**src/rtl/cbus_router.sv**
```systemverilog
// cbus_router: one CBus master fanned out to NUM_SLAVES slaves.
// Each request is decoded against a base/mask table. The chosen slave is
// locked for the whole burst. A request that hits no slave is answered
// internally with error beats, so the master always gets its last beat.
module cbus_router #(
  parameter int                     NUM_SLAVES = 2,
  parameter logic [NUM_SLAVES*64-1:0] SLAVE_BASE = {64'h8000_0000, 64'h0},
  parameter logic [NUM_SLAVES*64-1:0] SLAVE_MASK = {64'hFFFF_FFFF_8000_0000,
                                                    64'hFFFF_FFFF_8000_0000},
  parameter logic [63:0]            ERR_DATA   = 64'hDEAD_BEEF_DEAD_BEEF
) (
  input  logic                       clk,
  input  logic                       reset,
  input  logic                       m_valid,
  input  logic [63:0]                m_addr,
  input  logic [2:0]                 m_size,
  input  logic [1:0]                 m_burst,
  input  logic [7:0]                 m_len,
  input  logic [7:0]                 m_wstrobe,
  input  logic [63:0]                m_wdata,
  output logic [63:0]                m_rdata,
  output logic                       m_ready,
  output logic                       m_last,
  output logic [NUM_SLAVES-1:0]      s_valid,
  output logic [63:0]                s_addr,
  output logic [2:0]                 s_size,
  output logic [1:0]                 s_burst,
  output logic [7:0]                 s_len,
  output logic [7:0]                 s_wstrobe,
  output logic [63:0]                s_wdata,
  input  logic [NUM_SLAVES*64-1:0]   s_rdata,
  input  logic [NUM_SLAVES-1:0]      s_ready,
  input  logic [NUM_SLAVES-1:0]      s_last,
  output logic [15:0]                err_count
);

  localparam int SEL_W = (NUM_SLAVES > 1) ? $clog2(NUM_SLAVES) : 1;

  typedef enum logic [1:0] {IDLE, ROUTE, ERROR} state_t;

  state_t           state_q;
  logic [SEL_W-1:0] sel_q;
  logic [7:0]       cnt_q;
  logic [7:0]       len_q;
  logic [15:0]      err_count_q;

  logic             hit_any;
  logic [SEL_W-1:0] win;
  logic [63:0]      sel_rdata;
  logic             sel_ready;
  logic             sel_last;

  // The error counter holds at all-ones rather than wrapping.
  function automatic logic [15:0] sat_inc16(input logic [15:0] v);
    return (v == 16'hFFFF) ? v : v + 16'd1;
  endfunction

  // Request fields go to every slave; only s_valid is per-slave.
  assign s_addr    = m_addr;
  assign s_size    = m_size;
  assign s_burst   = m_burst;
  assign s_len     = m_len;
  assign s_wstrobe = m_wstrobe;
  assign s_wdata   = m_wdata;
  assign err_count = err_count_q;

  // Address decode; scanning downward lets the lowest matching index win.
  always_comb begin
    hit_any = 1'b0;
    win     = '0;
    for (int i = NUM_SLAVES - 1; i >= 0; i--) begin
      if ((m_addr & SLAVE_MASK[i*64 +: 64]) == SLAVE_BASE[i*64 +: 64]) begin
        hit_any = 1'b1;
        win     = SEL_W'(i);
      end
    end
  end

  // Select the locked slave's response; other slaves are ignored.
  always_comb begin
    sel_rdata = '0;
    sel_ready = 1'b0;
    sel_last  = 1'b0;
    for (int i = 0; i < NUM_SLAVES; i++) begin
      if (sel_q == SEL_W'(i)) begin
        sel_rdata = s_rdata[i*64 +: 64];
        sel_ready = s_ready[i];
        sel_last  = s_last[i];
      end
    end
  end

  // Master response and slave valids, driven from the current state.
  always_comb begin
    s_valid = '0;
    m_rdata = '0;
    m_ready = 1'b0;
    m_last  = 1'b0;
    case (state_q)
      ROUTE: begin
        for (int i = 0; i < NUM_SLAVES; i++) begin
          s_valid[i] = m_valid && (sel_q == SEL_W'(i));
        end
        m_rdata = sel_rdata;
        m_ready = sel_ready;
        m_last  = sel_last;
      end
      ERROR: begin
        m_rdata = ERR_DATA;
        m_ready = m_valid;
        m_last  = m_valid && (cnt_q == len_q);
      end
      default: ;
    endcase
  end

  // Routing FSM: latch slave and length on leaving IDLE, count error beats.
  always_ff @(posedge clk) begin
    if (reset) begin
      state_q     <= IDLE;
      sel_q       <= '0;
      cnt_q       <= '0;
      len_q       <= '0;
      err_count_q <= '0;
    end else begin
      case (state_q)
        IDLE: begin
          if (m_valid) begin
            sel_q <= win;
            len_q <= m_len;
            cnt_q <= '0;
            if (hit_any) begin
              state_q <= ROUTE;
            end else begin
              state_q     <= ERROR;
              err_count_q <= sat_inc16(err_count_q);
            end
          end
        end
        ROUTE: begin
          if (!m_valid || (sel_ready && sel_last)) begin
            state_q <= IDLE;
          end
        end
        ERROR: begin
          if (!m_valid || (cnt_q == len_q)) begin
            state_q <= IDLE;
            cnt_q   <= '0;
          end else begin
            cnt_q <= cnt_q + 8'd1;
          end
        end
        default: state_q <= IDLE;
      endcase
    end
  end

endmodule

```
**config.mk**
```make
export PLATFORM = sky130hd
export DESIGN_NAME = cbus_router
export DESIGN_NICKNAME = d
export VERILOG_FILES = /design/src/rtl/cbus_router.sv
export SDC_FILE = /design/constraint.sdc
export NUM_CORES = 1
export LEC_CHECK = 0
export CAP_MARGIN = 0
export CORE_AREA = 2 2 201 203
export DETAILED_ROUTE_END_ITERATION = 8
export DIE_AREA = 0 0 203 205
export DONT_BUFFER_PORTS = 1
export SYNTH_ARGS = -nofsm -noshare
export SYNTH_HDL_FRONTEND = slang
export SYNTH_SLANG_ARGS = --single-unit
```
**constraint.sdc**
```tcl
create_clock -name clk -period 2 [get_ports clk]
set_clock_uncertainty 0.15 [all_clocks]
set_input_delay 0.4 -clock clk [delete_from_list [all_inputs] [get_ports clk]]
set_output_delay 0.4 -clock clk [all_outputs]
set_load 0.01 [all_outputs]
```
==> results.json, run 1 <==
{
  "outcome": "finished, violations left",
  "violations": "negative setup slack",
  "route.detailed.wl_per_inst_um": 19.32,
  "ff_latch_area_um2": 723.2,
  "max_slew.worst_pin.slew_ps": 425.9,
  "die-area_mm2": 0.04162,
  "hold_buffers": 0,
  "syn_area_mm2": 0.004402,
  "post-route-period-util": 1.114,
  "crit_required_ps": 1450,
  "routabilityCongestion": 0.7693,
  "grt_max_degree": 32,
  "power_density_mw_per_mm2": 489.9,
  "placed_area_mm2": 0.004591,
  "ys_seq_area_frac": 0.1592,
  "p_leak_nw": 2.074,
  "clk_pin_slew_ps": 60,
  "rsz0062_at_grt": "true",
  "hold_slack_ps": 26.09,
  "antenna_found_initial": 4,
  "synth_edf_count": 0,
  "slowest_delay_ps": 320,
  "clock-sinks": 35,
  "critPathMaxFanout": 12,
  "syn_inst": 582,
  "initial_core_util": 0.1118,
  "ctsRootBufferMaster": "clkbuf_16",
  "crit_type": "reg2out",
  "area_growth_syn_to_layout_pct": 39.74,
  "layout_setup_ws_ps": -227.0,
  "fin_nets": 821,
  "endpoint_kind": "primary output",
  "multi_input_area_mm2": 0.003043,
  "drt_iter0_markers": 217,
  "p_total_w": 0.003014,
  "drive_gt1_frac": 0.6004,
  "drc": 0,
  "cp_slowest_cell": "dfxtp_2",
  "drv_slew": 0,
  "grt.total_usage": 0.08596,
  "num_rows": 73,
  "port_buffers": 0,
  "synth-async-reset-ratio": 0,
  "finalSetupViolCount": 69,
  "crit_path_start_kind": "flip-flop",
  "drt_wl_total_mm": 20.52,
  "reg2reg_depth": 9,
  "core_mm2": 0.03937,
  "fin_area_mm2": 0.006151,
  "pin_count": 517,
  "fp.dieW_um": 203,
  "max_freq_mhz": 449.0,
  "synth_cell_types": 41,
  "cts_tree": "done",
  "grt-ovfl-total": 0,
  "synth.most_common_cell": "buf_4",
  "n_fill_cell": 4374,
  "fin_crit_ps": 2227,
  "yosysTopAreaCell": "buf_4",
  "synth.net_count": 871,
  "yosys_warnings": 0,
  "r2r-end": "state_q[1]",
  "endpoint": "m_rdata[32]",
  "dp_hpwl_mm": 13.76,
  "arrival_ps": 1680,
  "grt_pass1_wl_mm": 25.69,
  "ys_ff_latch": 35,
  "ant_nets": 0,
  "setup.worst_path.start": "state_q[0]",
  "crit_top_cell": "buf_4",
  "ctsLongestPathBuffers": 2,
  "grt_pass1_vias": 3891,
  "clock_latency_ps": 280,
  "first_pass_iters": 4,
  "ys_top_cells_by_count": "buf_4, a21oi_1, mux2_2, nor2b_1, dfxtp_1",
  "synth.avg_cell_area_um2": 7.563,
  "crit_chain": "inv_1, buf_4, ha_4, bufbuf_16, a21oi_4, nor2b_1, buf_4",
  "ir_worst_vdd_uv": 293.9,
  "maxCapViolations": 0,
  "r2r-start": "sel_q",
  "cts_made_buffers": 5,
  "r2r_slack_ps": -50,
  "ys.flop_type": "dfxtp_1",
  "synth_top_area_frac": 0.2575,
  "synth_area_leaders": "buf_4, dfxtp_1, mux2_2, a21oi_1, nor2b_1",
  "die_h_um": 205,
  "hold_violations": 0,
  "cts_max_level": 2,
  "holdCritPathClass": "in2reg",
  "dr_total_vias": 3979,
  "viasPerCell": 3.747,
  "slew_headroom": 0.7135
}
-- registers in the layout, summed over array words and instances (netlist names) --
register and cells:
sel_q 1, err_count 16, state_q 2, cnt_q 8, len_q 8
-- cell families (layout without fill, tap and decap cells) --
kind of cell,Yosys count,in the layout,synth area share
buf+inv,188,139,0.2911
simple gates,172,172,0.2135
compound gates,100,100,0.1245
mux,68,68,0.1697
flops,35,35,0.1592
xor+xnor,14,14,0.02786
fa+ha+maj,5,5,0.01421
other cells,0,4,0
-- critical path, delay by kind of cell (launching register included) --
kind / cells / cell delay (ps)
buffers and inverters: 4 / 670
AO/OA/AOI/OAI: 1 / 150
AND/OR/NAND/NOR: 1 / 60
flip-flops: 1 / 320
adder cells (fa/ha/maj): 1 / 190
-- metrics by stage --
| step | setup TNS [ps] | setup WS (ps) | std cells | util |
|---|---|---|---|---|
| final | -11040 | -227.0 | 1062 | 0.1562 |
| after global routing | -16260 | -302.3 | 1061 | 0.1562 |
| after CTS | -12870 | -255.9 | 1047 | 0.1453 |
| after detailed placement | -2057 | -227.2 | 1011 | 0.1166 |
| after global placement | -2574 | -269.1 | 1011 | 0.1166 |
| after floorplan | -199.9 | -20.30 | 582 | - |
-- where the power goes --
| part | switching, W | internal (W) | total [W] |
|---|---|---|---|
| Clock | 0.000304 | 0.000714 | 0.00102 |
| Sequential | 0.0000184 | 0.000727 | 0.000745 |
| Combinational | 0.000644 | 0.000606 | 0.00125 |
| Total | 0.000967 | 0.00205 | 0.00301 |
-- cell usage in the layout (no fill, tap or decap), drive strengths merged, types with 12 or more instances in the layout --
| cell type | Yosys | final |
|---|---|---|
| a21oi | 75 | 75 |
| mux2i | 18 | 18 |
| buf | 159 | 119 |
| nor2 | 32 | 32 |
| nor2b | 49 | 49 |
| mux2 | 50 | 50 |
| nand2 | 33 | 33 |
| or4 | 12 | 12 |
| dfxtp | 35 | 35 |
-- worst min path at each step --
| stage | start | endpoint | slack (ps) | depth (start not counted) |
|---|---|---|---|---|
| after floorplan | len_q[0] | len_q[0] | 300 | 2 |
| after global placement | len_q[7] | len_q[7] | 300 | 2 |
| after detailed placement | len_q[4] | len_q[4] | 310 | 2 |
| after CTS | reset | sel_q | 20 | 1 |
| after global routing | reset | sel_q | 20 | 1 |
| final | reset | len_q[6] | 30 | 1 |
-- final cells by class --
class / instances / share of cell area
clock inverter: 3 / 0.01098
clock buffer: 5 / 0.02034
sequential: 35 / 0.1176
antenna: 4 / 0.001627
tap: 525 / 0.1068
inverter: 4 / 0.002441
multi-input combinational: 359 / 0.4947
timing repair buffer: 127 / 0.2455
-- metal layers --
layer	vias up	track usage	share of wire
met5	-	0	0.00063
met4	2	0.04353	0.041
met3	54	0.04598	0.11
met2	264	0.1399	0.47
met1	1902	0.09028	0.38
li1	1757	-	-
-- repair_timing --
action	in CTS	in global routing
gates cloned	10	6
endpoints found under the setup margin	76	83
pin swaps	14	18
resized for setup	127	62
buffers inserted	18	8
(Power assumes the default switching activity.)
==> run 2: changes to the inputs <==
--- a/config.mk
+++ b/config.mk
@@ -6,9 +6,9 @@
 export NUM_CORES = 1
 export LEC_CHECK = 0
 export CAP_MARGIN = 0
-export CORE_AREA = 2 2 201 203
+export CORE_AREA = 2 2 199 201
 export DETAILED_ROUTE_END_ITERATION = 8
-export DIE_AREA = 0 0 203 205
+export DIE_AREA = 0 0 201 203
 export DONT_BUFFER_PORTS = 1
 export SYNTH_ARGS = -nofsm -noshare
 export SYNTH_HDL_FRONTEND = slang
==> run 2 against run 1 <==
The run still ends with negative setup slack left. Cell count is 0.56% higher. Combinational power is 31% higher. Final area is 4.8% higher. Count of clock-buffer cells in the layout stayed put. Hold slack worse by 6.8 ps. Power is 9.5% higher. Critical endpoint is now m_rdata[47].
==> results.json, run 2 (synthesis gave the netlist of run 1 again) <==
{
  "clock-sinks": 35,
  "die_h_um": 203,
  "multi_input_area_mm2": 0.003309,
  "port_buffers": 0,
  "max_freq_mhz": 457.2,
  "drt_wl_total_mm": 21.18,
  "route.detailed.wl_per_inst_um": 19.83,
  "drive_gt1_frac": 0.6319,
  "p_sw_w": 0.001157,
  "fin_crit_ps": 2187,
  "critPathBufInv": 2,
  "viasPerCell": 3.821,
  "clkPwrFrac": 0.275,
  "cts_tree": "done",
  "ir_worst_vdd_uv": 274.6,
  "ff_latch_area_um2": 720.7,
  "layout_common_cells": "buf_4, nor2b_4, mux2_2, a21oi_1, nand2_1",
  "layout_commonest_cell": "buf_4",
  "max_slew.worst_pin.slew_ps": 344.8,
  "fin_nets": 834,
  "first_pass_iters": 4,
  "grt-ovfl-total": 0,
  "violations": "negative setup slack",
  "n_fill_cell": 4235,
  "pwr-share-seq": 0.226,
  "slew_headroom": 0.7670,
  "switching_share": 0.3508,
  "cts_max_level": 2,
  "fin_util": 0.1676,
  "outcome": "finished, violations left",
  "path_delay_family": "flip-flops",
  "endpoint_kind": "primary output",
  "crit_required_ps": 1450,
  "pin_count": 517,
  "finalSetupViolCount": 68,
  "hold_buffers": 0,
  "cp_slowest_cell": "dfxtp_4",
  "area_growth_syn_to_layout_pct": 46.50,
  "critPathMaxFanout": 9,
  "dr_total_vias": 4081,
  "combinationalPowerShare": 0.499,
  "clock_latency_ps": 290,
  "initial_core_util": 0.1144,
  "grt_pass1_vias": 3932,
  "internal_power_w": 0.002142,
  "grt.total_usage": 0.09316,
  "grt_max_degree": 32,
  "antenna_found_initial": 5,
  "hold_violations": 0,
  "drt_iter0_markers": 225,
  "clk_pin_slew_ps": 60,
  "largest_register_ffs": 16,
  "holdCritPathClass": "in2reg",
  "ctsLongestPathBuffers": 2,
  "ctsRootBufferMaster": "clkbuf_16",
  "num_rows": 72,
  "grt_pass1_wl_mm": 27.62,
  "core_mm2": 0.03847,
  "die-area_mm2": 0.04080,
  "crit_chain": "buf_12, mux2_2, a21oi_2, nor2b_4, buf_4",
  "post-route-period-util": 1.094,
  "dp_hpwl_mm": 14.80,
  "cts_made_buffers": 5,
  "routabilityCongestion": 0.8183,
  "arrival_ps": 1640,
  "crit_type": "reg2out",
  "fp.dieW_um": 201,
  "p_leak_nw": 2.189,
  "slowest_delay_ps": 410,
  "drv_slew": 0,
  "layout_setup_ws_ps": -187.5,
  "drc": 0,
  "crit_path_start_kind": "flip-flop",
  "rsz0062_at_grt": "true",
  "maxCapViolations": 0,
  "ant_nets": 0,
  "power_density_mw_per_mm2": 511.6,
  "p_total_w": 0.003299
}
run 2: changes by cell type in the layout (fill, tap and decap cells not counted), sizes merged:
cell / delta
buf: +17
bufbuf: -2
bufinv: -1
clkbuf: -2
clkinv: +2
clkinvlp: -1
run 2: layout make-up:
class | instances | share of cell area
sequential | 35 | 0.1118
inverter | 4 | 0.002716
clock inverter | 3 | 0.006791
clock buffer | 5 | 0.01940
antenna | 4 | 0.001552
multi-input combinational | 359 | 0.5132
timing repair buffer | 140 | 0.2441
tap | 518 | 0.1005
run 2: power by group through the flow:
| stage | combinational [W] | sequential [W] | clock (W) |
|---|---|---|---|
| final | 0.00164 | 0.000746 | 0.000909 |
| after global routing | 0.00174 | 0.000748 | 0.000962 |
| after CTS | 0.00148 | 0.000745 | 0.000938 |
| after detailed placement | 0.000871 | 0.000759 | 0 |
| after global placement | 0.000853 | 0.000758 | 0 |
| after floorplan | 0.000854 | 0.000763 | 0 |
run 2: final timing paths:
check        cells after the start     startpoint  slack, ps             to
min                              1          reset         20   err_count[7]
min reg2reg                      2       len_q[6]        300       len_q[6]
max reg2reg                      5  err_count[10]          0  err_count[12]
max                              5          sel_q       -190    m_rdata[47]
run 2: routing by layer:
metal	global-route usage	vias up	part of all wire
met3	0.05474	52	0.13
li1	-	1796	-
met5	0	-	0.00085
met2	0.1561	313	0.47
met4	0.02725	2	0.032
met1	0.09877	1918	0.37
run 2: per-stage QoR:
stage | setup slack (ps) | setup TNS (ps) | area [um2] | cells | hold WS [ps]
floorplan | -20.30 | -199.9 | 4427 | 582 | 298.1
global placement | -210.6 | -639.9 | 4614 | 1010 | 302.6
detailed placement | -158.6 | -877.8 | 4614 | 1010 | 307.7
CTS | -254.2 | -10930 | 5811 | 1042 | 17.73
global route | -242.5 | -13770 | 6449 | 1068 | 5.912
finish | -187.5 | -8757 | 6449 | 1068 | 19.26
run 2: repair_timing:
item,4_1_cts,5_1_grt
resized for setup,161,103
pin swaps,18,17
buffers inserted,14,23
gates cloned,10,4
endpoints found under the setup margin,82,82
run 2: worst register-to-register path, delay by kind of cell, from the launching register on:
kind          cells  cell delay (ps)
simple gates      4             1100
flops             1              350
mux               1              290
==> run 3: changes to the inputs <==
==> constraint.sdc (replaced) <==
create_clock -name clk -period 2.5 [get_ports clk]
set_clock_uncertainty 0.15 [all_clocks]
set_input_delay 0.5 -clock clk [delete_from_list [all_inputs] [get_ports clk]]
set_output_delay 0.5 -clock clk [all_outputs]
set_load 0.01 [all_outputs]
==> run 3 against run 2 <==
The run now ends clean. Critical path depth grew 1. Sequential share of layout area grew 4.4 points. Global-route usage shrank 2.1 points. Register-to-register slack gained 310 ps. Clock power shrank 13%. Combinational power shrank 61%. Utilization shrank 5.0 points. Via count shrank 13%. Hold slack gained 120 ps. Setup slack gained 260 ps. Final area shrank 30%. Critical endpoint is now m_rdata[20]. Largest cell class unchanged. Highest routed layer unchanged.
==> results.json, run 3 (synthesis gave the netlist of run 1 again) <==
{
  "grt_pass1_vias": 3538,
  "grt-ovfl-total": 0,
  "setup_tns_ps": 0,
  "hold_violations": 0,
  "grt_pass1_wl_mm": 22.08,
  "clock_latency_ps": 270,
  "finalNonFillerCells": 980,
  "finalSetupViolCount": 0,
  "die-area_mm2": 0.04080,
  "p_total_w": 0.002036,
  "arrival_ps": 1770,
  "antenna_found_initial": 1,
  "num_rows": 72,
  "cts_made_buffers": 5,
  "largest_register_ffs": 16,
  "max_slew.worst_pin.slew_ps": 517.5,
  "ctsLongestPathBuffers": 2,
  "fp.dieW_um": 201,
  "critPathMaxFanout": 16,
  "die_h_um": 203,
  "crit_required_ps": 1850,
  "hold_buffers": 0,
  "placedCellCount": 970,
  "cts_tree": "done",
  "max_freq_mhz": 412.8,
  "fin_util": 0.1176,
  "power_density_mw_per_mm2": 450.3,
  "grt_max_degree": 46,
  "drc": 0,
  "drv_slew": 0,
  "dp_slack_ps": 254.9,
  "crit_type": "reg2out",
  "cts_resized": 0,
  "holdCritPathClass": "in2reg",
  "drt_iter0_markers": 245,
  "fin_nets": 749,
  "clk_pin_slew_ps": 60,
  "drt_wl_total_mm": 16.66,
  "crit_path_start_kind": "flip-flop",
  "layout_common_cells": "a21oi_1, buf_4, mux2_2, nor2b_1, dfxtp_1",
  "layout_setup_ws_ps": 77.31,
  "p_leak_nw": 1.388,
  "clock-sinks": 35,
  "dr_total_vias": 3563,
  "dp_hpwl_mm": 13.91,
  "layout_commonest_cell": "a21oi_1",
  "ir_worst_vdd_uv": 219.8,
  "initial_core_util": 0.1144,
  "n_fill_cell": 4402,
  "ctsRootBufferMaster": "clkbuf_16",
  "endpoint_kind": "primary output",
  "grt.total_usage": 0.07233,
  "outcome": "finished clean",
  "viasPerCell": 3.636,
  "routabilityCongestion": 0.7965,
  "first_pass_iters": 4,
  "fin_crit_ps": 2423,
  "slew_headroom": 0.6543,
  "ant_nets": 0,
  "maxCapViolations": 0,
  "core_mm2": 0.03847,
  "cts_setup_buffers": 0,
  "route.detailed.wl_per_inst_um": 17.00,
  "drive_gt1_frac": 0.2733,
  "post-route-period-util": 0.9691,
  "port_buffers": 0,
  "area_growth_syn_to_layout_pct": 2.729,
  "pin_count": 517,
  "cts_max_level": 2
}
## run 3: changes by cell type in the layout (fill, tap and decap cells not counted), sizes merged
cell and delta:
buf -82, diode -3, clkbuf -2, clkinv -2, bufinv +1
## run 3: where the power goes
group          total [W]  switching (W)  leakage (nW)  internal (W)
combinational   0.000644       0.000366          1.01      0.000278
clock           0.000794       0.000223        0.0911      0.000571
sequential      0.000598      0.0000184         0.285      0.000580
total            0.00204       0.000608          1.39       0.00143
## run 3: routing by layer
| layer | up-vias | track usage | share of wire |
|---|---|---|---|
| met4 | 4 | 0.03254 | 0.040 |
| met5 | - | 0.01071 | 0.0037 |
| met3 | 38 | 0.04623 | 0.14 |
| met2 | 272 | 0.1100 | 0.44 |
| li1 | 1604 | - | - |
| met1 | 1645 | 0.07816 | 0.38 |
## run 3: worst max-delay path: stages (launching register included)
cell	delay [ps]
dfxtp_1	390
inv_1	150
ha_4	360
nand2_1	100
buf_4	210
nor2_1	130
buf_4	130
## run 3: final cells by class
| class | instances | area (um2) | area share |
|---|---|---|---|
| multi-input combinational | 359 | 2475 | 0.5473 |
| sequential | 35 | 704.4 | 0.1558 |
| tap | 518 | 648.1 | 0.1433 |
| timing repair buffer | 55 | 488.0 | 0.1079 |
| clock buffer | 6 | 128.9 | 0.02850 |
| clock inverter | 2 | 60.06 | 0.01328 |
| inverter | 4 | 15.01 | 0.003320 |
| antenna | 1 | 2.502 | 0.0005534 |
## run 3: through the flow
stage / instance area, um2 / hold WS [ps]
floorplan: 4402 / 298.1
global placement: 4250 / 304.2
detailed placement: 4250 / 305.1
CTS: 4439 / 137.6
global route: 4522 / 130.7
finish: 4522 / 137.9
## run 3: worst paths after layout
path                  to       start  slack (ps)  depth (start not counted)
max          m_rdata[20]  state_q[0]          80                          6
min             len_q[7]       reset         140                          1
max reg2reg   state_q[1]       sel_q         310                          6
min reg2reg     len_q[4]    len_q[4]         310                          2
